$ cat src/rtl/rand_range_sampler.sv
// Draws a number in 1..RANGE_MAX from a 6-bit LFSR by rejection sampling.
// The result is shown as two active-low seven-segment BCD digits; an all-zero LFSR is flagged.
module rand_range_sampler #(
    parameter int RANGE_MAX = 36,
    parameter int SKIP      = 6,
    parameter int MAX_TRIES = 16
) (
    input  logic       clk,
    input  logic       rst_n,
    input  logic [5:0] rnd_in,
    input  logic       lfsr_enable,
    input  logic       req,
    output logic       busy,
    output logic       valid,
    output logic [5:0] value,
    output logic [3:0] bcd_tens,
    output logic [3:0] bcd_ones,
    output logic [6:0] seg_tens,
    output logic [6:0] seg_ones,
    output logic       zero_err
);

    localparam logic [2:0] ST_IDLE    = 3'd0;
    localparam logic [2:0] ST_SKIP    = 3'd1;
    localparam logic [2:0] ST_CHECK   = 3'd2;
    localparam logic [2:0] ST_REDUCE  = 3'd3;
    localparam logic [2:0] ST_CONVERT = 3'd4;

    localparam logic [5:0] RMAX      = 6'(RANGE_MAX);
    localparam logic [5:0] SKIP_INIT = 6'(SKIP - 1);
    localparam logic [5:0] TEN       = 6'd10;
    localparam logic [8:0] TRY_LIMIT = 9'(MAX_TRIES);
    localparam logic [6:0] BLANK     = 7'b1111111;

    logic [2:0] state_q, state_d;
    logic [5:0] cnt_q, cnt_d;
    logic [7:0] tries_q, tries_d;
    logic [5:0] rem_q, rem_d;
    logic [2:0] tens_q, tens_d;
    logic       busy_q, busy_d;
    logic       valid_q, valid_d;
    logic       zero_err_q, zero_err_d;
    logic [5:0] value_q, value_d;
    logic [3:0] bcd_tens_q, bcd_tens_d;
    logic [3:0] bcd_ones_q, bcd_ones_d;

    always_comb begin
        state_d    = state_q;
        cnt_d      = cnt_q;
        tries_d    = tries_q;
        rem_d      = rem_q;
        tens_d     = tens_q;
        busy_d     = busy_q;
        valid_d    = valid_q;
        zero_err_d = zero_err_q;
        value_d    = value_q;
        bcd_tens_d = bcd_tens_q;
        bcd_ones_d = bcd_ones_q;
        case (state_q)
            ST_IDLE: begin
                if (req) begin
                    state_d    = ST_SKIP;
                    cnt_d      = SKIP_INIT;
                    tries_d    = 8'd0;
                    busy_d     = 1'b1;
                    valid_d    = 1'b0;
                    zero_err_d = 1'b0;
                end
            end
            ST_SKIP: begin
                // While a seed is being shifted in, rnd_in is not random: stall.
                if (!lfsr_enable) begin
                    if (cnt_q == 6'd0) state_d = ST_CHECK;
                    else               cnt_d   = cnt_q - 6'd1;
                end
            end
            ST_CHECK: begin
                if (!lfsr_enable) begin
                    if (rnd_in == 6'd0) begin
                        zero_err_d = 1'b1;
                        busy_d     = 1'b0;
                        valid_d    = 1'b0;
                        state_d    = ST_IDLE;
                    end else if (rnd_in <= RMAX) begin
                        rem_d   = rnd_in;
                        tens_d  = 3'd0;
                        state_d = ST_CONVERT;
                    end else if ({1'b0, tries_q} + 9'd1 < TRY_LIMIT) begin
                        tries_d = tries_q + 8'd1;
                        cnt_d   = SKIP_INIT;
                        state_d = ST_SKIP;
                    end else begin
                        rem_d   = rnd_in;
                        state_d = ST_REDUCE;
                    end
                end
            end
            ST_REDUCE: begin
                if (rem_q > RMAX) begin
                    rem_d = rem_q - RMAX;
                end else begin
                    tens_d  = 3'd0;
                    state_d = ST_CONVERT;
                end
            end
            ST_CONVERT: begin
                // Binary to BCD by repeated subtraction of ten.
                if (rem_q >= TEN) begin
                    rem_d  = rem_q - TEN;
                    tens_d = tens_q + 3'd1;
                end else begin
                    bcd_tens_d = {1'b0, tens_q};
                    bcd_ones_d = rem_q[3:0];
                    value_d    = {3'd0, tens_q} * TEN + rem_q;
                    valid_d    = 1'b1;
                    busy_d     = 1'b0;
                    state_d    = ST_IDLE;
                end
            end
            default: begin
                state_d = ST_IDLE;
                busy_d  = 1'b0;
            end
        endcase
    end

    always_ff @(posedge clk or negedge rst_n) begin
        if (!rst_n) begin
            state_q    <= ST_IDLE;
            cnt_q      <= 6'd0;
            tries_q    <= 8'd0;
            rem_q      <= 6'd0;
            tens_q     <= 3'd0;
            busy_q     <= 1'b0;
            valid_q    <= 1'b0;
            zero_err_q <= 1'b0;
            value_q    <= 6'd0;
            bcd_tens_q <= 4'd0;
            bcd_ones_q <= 4'd0;
        end else begin
            state_q    <= state_d;
            cnt_q      <= cnt_d;
            tries_q    <= tries_d;
            rem_q      <= rem_d;
            tens_q     <= tens_d;
            busy_q     <= busy_d;
            valid_q    <= valid_d;
            zero_err_q <= zero_err_d;
            value_q    <= value_d;
            bcd_tens_q <= bcd_tens_d;
            bcd_ones_q <= bcd_ones_d;
        end
    end

    function automatic logic [6:0] seg_decode(input logic [3:0] d);
        logic [6:0] s;
        case (d)
            4'd0:    s = 7'b1000000;
            4'd1:    s = 7'b1111001;
            4'd2:    s = 7'b0100100;
            4'd3:    s = 7'b0110000;
            4'd4:    s = 7'b0011001;
            4'd5:    s = 7'b0010010;
            4'd6:    s = 7'b0000010;
            4'd7:    s = 7'b1111000;
            4'd8:    s = 7'b0000000;
            4'd9:    s = 7'b0010000;
            default: s = BLANK;
        endcase
        return s;
    endfunction

    // Segments decode straight from registered digits, so reset blanks them at once.
    assign seg_ones = valid_q ? seg_decode(bcd_ones_q) : BLANK;
    assign seg_tens = (valid_q && bcd_tens_q != 4'd0) ? seg_decode(bcd_tens_q) : BLANK;

    assign busy     = busy_q;
    assign valid    = valid_q;
    assign value    = value_q;
    assign bcd_tens = bcd_tens_q;
    assign bcd_ones = bcd_ones_q;
    assign zero_err = zero_err_q;

endmodule
$ cat config.mk
export PLATFORM = sky130hd
export DESIGN_NAME = rand_range_sampler
export DESIGN_NICKNAME = d
export VERILOG_FILES = /design/src/rtl/rand_range_sampler.sv
export SDC_FILE = /design/constraint.sdc
export NUM_CORES = 1
export LEC_CHECK = 0
export ABC_CLOCK_PERIOD_IN_PS = 2650
export CAP_MARGIN = 20
export CORE_ASPECT_RATIO = 1.1
export CORE_UTILIZATION = 55
export DETAILED_ROUTE_END_ITERATION = 7
export HOLD_SLACK_MARGIN = 0.12
export MAX_ROUTING_LAYER = met4
export PLACE_DENSITY = 0.8
export SYNTH_ARGS = -nofsm -noshare
export SYNTH_HDL_FRONTEND = slang
export SYNTH_SLANG_ARGS = --single-unit
$ cat constraint.sdc
create_clock -name clk -period 2.65 [get_ports clk]
set_clock_uncertainty 0.1 [all_clocks]
set_input_delay 0.53 -clock clk [delete_from_list [all_inputs] [get_ports clk]]
set_output_delay 0.53 -clock clk [all_outputs]
set_load 0.05 [all_outputs]
==> flow_summary.toml <==
[setup_path]
reg2reg_depth = 7
crit_required_ns = 2.02
cp_max_fo = 7
timing.rr.start = "rem_q[2]"
crit_type = "reg -> out"
crit_path_max_incr_delay_ns = 0.46
cp.arrival_ns = 1.81
r2r_setup_slack_ns = 0.24
rr_endpoint = "rem_q[3]"
start_kind = "flip-flop"
cp_cell_sequence = "inv_1 -> ha_1 -> nor2b_1 -> a211oi_1 -> o21ai_1 -> buf_4"
cp-end-kind = "output port"
critPathSlowestCell = "dfrtp_1"

[logic_synthesis]
synth.most_common_cell = "dfrtp_1"
ys_seq_elements = 41
async_reset_ff_frac = 1.00
ys_top_cells_by_count = "dfrtp_1, nand2_1, o21ai_0"
synthCells = 334
ys.flop_type = "dfrtp_1"
synth_nets = 370
seq_area_frac_synth = 0.353
synth_area_leaders = "dfrtp_1, ha_1, o21ai_0, nand2_1, a21oi_1"
synth_edf_count = 0
synth.distinct_cells = 59
synth.largest_area_cell = "dfrtp_1"
yosys_warnings = 0
avgSynthCellArea_sq_um = 8.69
synth_top_area_frac = 0.353
syn_area_sq_um = 2900

[drt]
viasPerCell = 6.09
drc = 5
finalWirelength_um = 6880
ant_nets = 0
drtPass1Iterations = 6
dr.first_iter.drc_count = 160
vias = 2685
wl_per_cell_um = 15.6

[run_status]
status = "finished, violations left"
violations = "DRC"

[clock_tree]
htree_num_levels = 2
tritoncts = "built"
cts_made_buffers = 5
clk_latency_ns = 0.30
root_buffer = "clkbuf_8"
cts.clk_slew.worst_paths_ns = 0.08
clockBufferDepth = 2
cts_sinks = 41
cts_resized = 0

[die]
core-area_sq_um = 5030
dieWidth_um = 71.3
die_h_um = 78.2
start_util = 0.577
num_io_pins = 41
rows = 27
dieArea_sq_um = 5570

[global_route]
grt_pass1_vias = 2569
grt_start_max_net_pins = 20
grt_pass1_wl_um = 11500
grt_usage = 0.270
gr-total-overflow = 0
antenna_found_initial = 0

[sta]
timing.hold.ws_ns = 0.383
period_share = 0.920
tightestPinTransition_ns = 0.576
grt_setup_unrepaired = "no"
hold_violations = 0
final.setup.worst_slack_ns = 0.211
clock.fmax_mhz = 410
finalCriticalPeriod_ns = 2.44
finalSetupViolCount = 0
slew_viol_final = 0
slew_headroom = 0.616

[placement]
placed_cell_area_sq_um = 3370
dp_hpwl_um = 5260
preCtsSetupSlack_ns = 0.0363
gp_congestion = 0.913
placedCellCount = 432
numPortBuffers = 39

[power]
peakVddDrop_mv = 0.689
p_leak_uw = 0.00158
power.density_nw_per_um2 = 1150
power.total_uw = 4020

[layout]
n_antenna_cell = 0
nets = 418
drive_above_1_share = 0.138
area_growth_pct = 20.3
stdcell_count = 441
final_cell_area_sq_um = 3490

[min_path]
hold_class = "reg -> reg"
holdCritStartpoint = "value[2]"
whs_endpoint = "value[2]"
min_path_cells = 2

[flow_run]
cap_violations = 0
## final cells by class
type	instances	area, sq um
Clock buffer	5	68.8
Clock inverter	3	46.3
Fill cell	418	1540
Inverter	18	67.6
Multi-Input combinational cell	261	1740
Sequential cell	41	1030
Tap cell	58	72.6
Timing Repair Buffer	55	473
## power by group
group / switching, uW / leakage [uW] / internal (uW)
Clock: 229 / 0.0000543 / 282
Combinational: 1450 / 0.000992 / 889
Sequential: 348 / 0.000532 / 826
Total: 2030 / 0.00158 / 2000
## state kept, by name (all words and copies together) (netlist names), 3 cells and up
name / count
cnt_q: 6
value: 6
bcd_tens: 3
rem_q: 6
state_q: 3
tens_q: 3
bcd_ones: 3
tries_q: 8
## per-stage QoR
step / TNS (ns) / util
2_1_floorplan: -0.00921 / -
3_3_place_gp: 0 / 0.669
3_5_place_dp: 0 / 0.669
4_1_cts: 0 / 0.694
5_1_grt: 0 / 0.694
6_report: 0 / 0.694
## per-layer routing
layer	share of wire	up-vias	track usage	wire length, um
li1	-	1298	-	-
met1	0.40	1284	0.300	2750
met2	0.54	86	0.495	3690
met3	0.043	17	0.0295	295
met4	0.021	0	0.0960	146
met5	0	-	-	0
## worst max-delay path by stage
| stage | endpoint | startpoint | cells past startpoint | slack (ns) |
|---|---|---|---|---|
| floorplan | seg_ones[3] | value[0] | 4 | -0.009 |
| global placement | cnt_q[0] | rnd_in[3] | 7 | 0.1 |
| detailed placement | tries_q[2] | rnd_in[5] | 6 | 0.04 |
| CTS | seg_ones[0] | bcd_ones[1] | 6 | 0.20 |
| global route | seg_ones[0] | bcd_ones[1] | 6 | 0.09 |
| finish | seg_ones[3] | bcd_ones[1] | 6 | 0.21 |
## cell families (layout without fill, tap and decap cells)
kind of cell,count (synthesis),after routing,share of synthesized area
multiplexers,5,5,0.0185
flip-flops,41,41,0.353
AO/OA/AOI/OAI,104,104,0.233
buffers and inverters,32,81,0.0491
adder cells (fa/ha/maj),26,26,0.115
XOR/XNOR,7,7,0.0211
other,1,1,0.00129
AND/OR/NAND/NOR,118,118,0.209
## cells in the final DEF (no fill, tap or decap), types with 3 or more instances in the layout
cell type	netlist	final
a21o_1	6	5
nand2b_1	5	5
nand2_1	36	36
nand3_1	10	10
ha_1	25	25
buf_4	2	29
o22ai_1	4	4
nor4_1	3	3
xor2_1	4	4
or4_1	4	4
inv_1	17	17
and3_1	3	3
a21oi_1	19	19
o31ai_1	9	9
a31oi_1	4	4
o21ai_0	35	27
clkbuf_8	0	5
or3_1	6	6
mux2_2	3	3
nand4_1	3	3
nor3b_1	4	4
nor2b_1	7	7
clkdlybuf4s50_1	0	24
xnor2_1	3	3
o21ai_1	0	8
nor2_1	23	23
nor3_1	4	4
dfrtp_1	41	40
## what timing repair did
| item | in CTS | in global routing |
|---|---|---|
| hold buffers | 1 | 0 |
| setup buffers | 0 | 0 |
| endpoints found under the hold margin | 17 | 0 |
## critical path, delay by kind of cell (launching register included)
family                     cells  cell delay [ns]
DFF                            1             0.46
AOI/OAI and AO/OA              2             0.39
buffers and inverters          2             0.34
adders and majority gates      1             0.19
and+or+nand+nor                1             0.12
No activity file was read; power rests on OpenSTA's default activity.
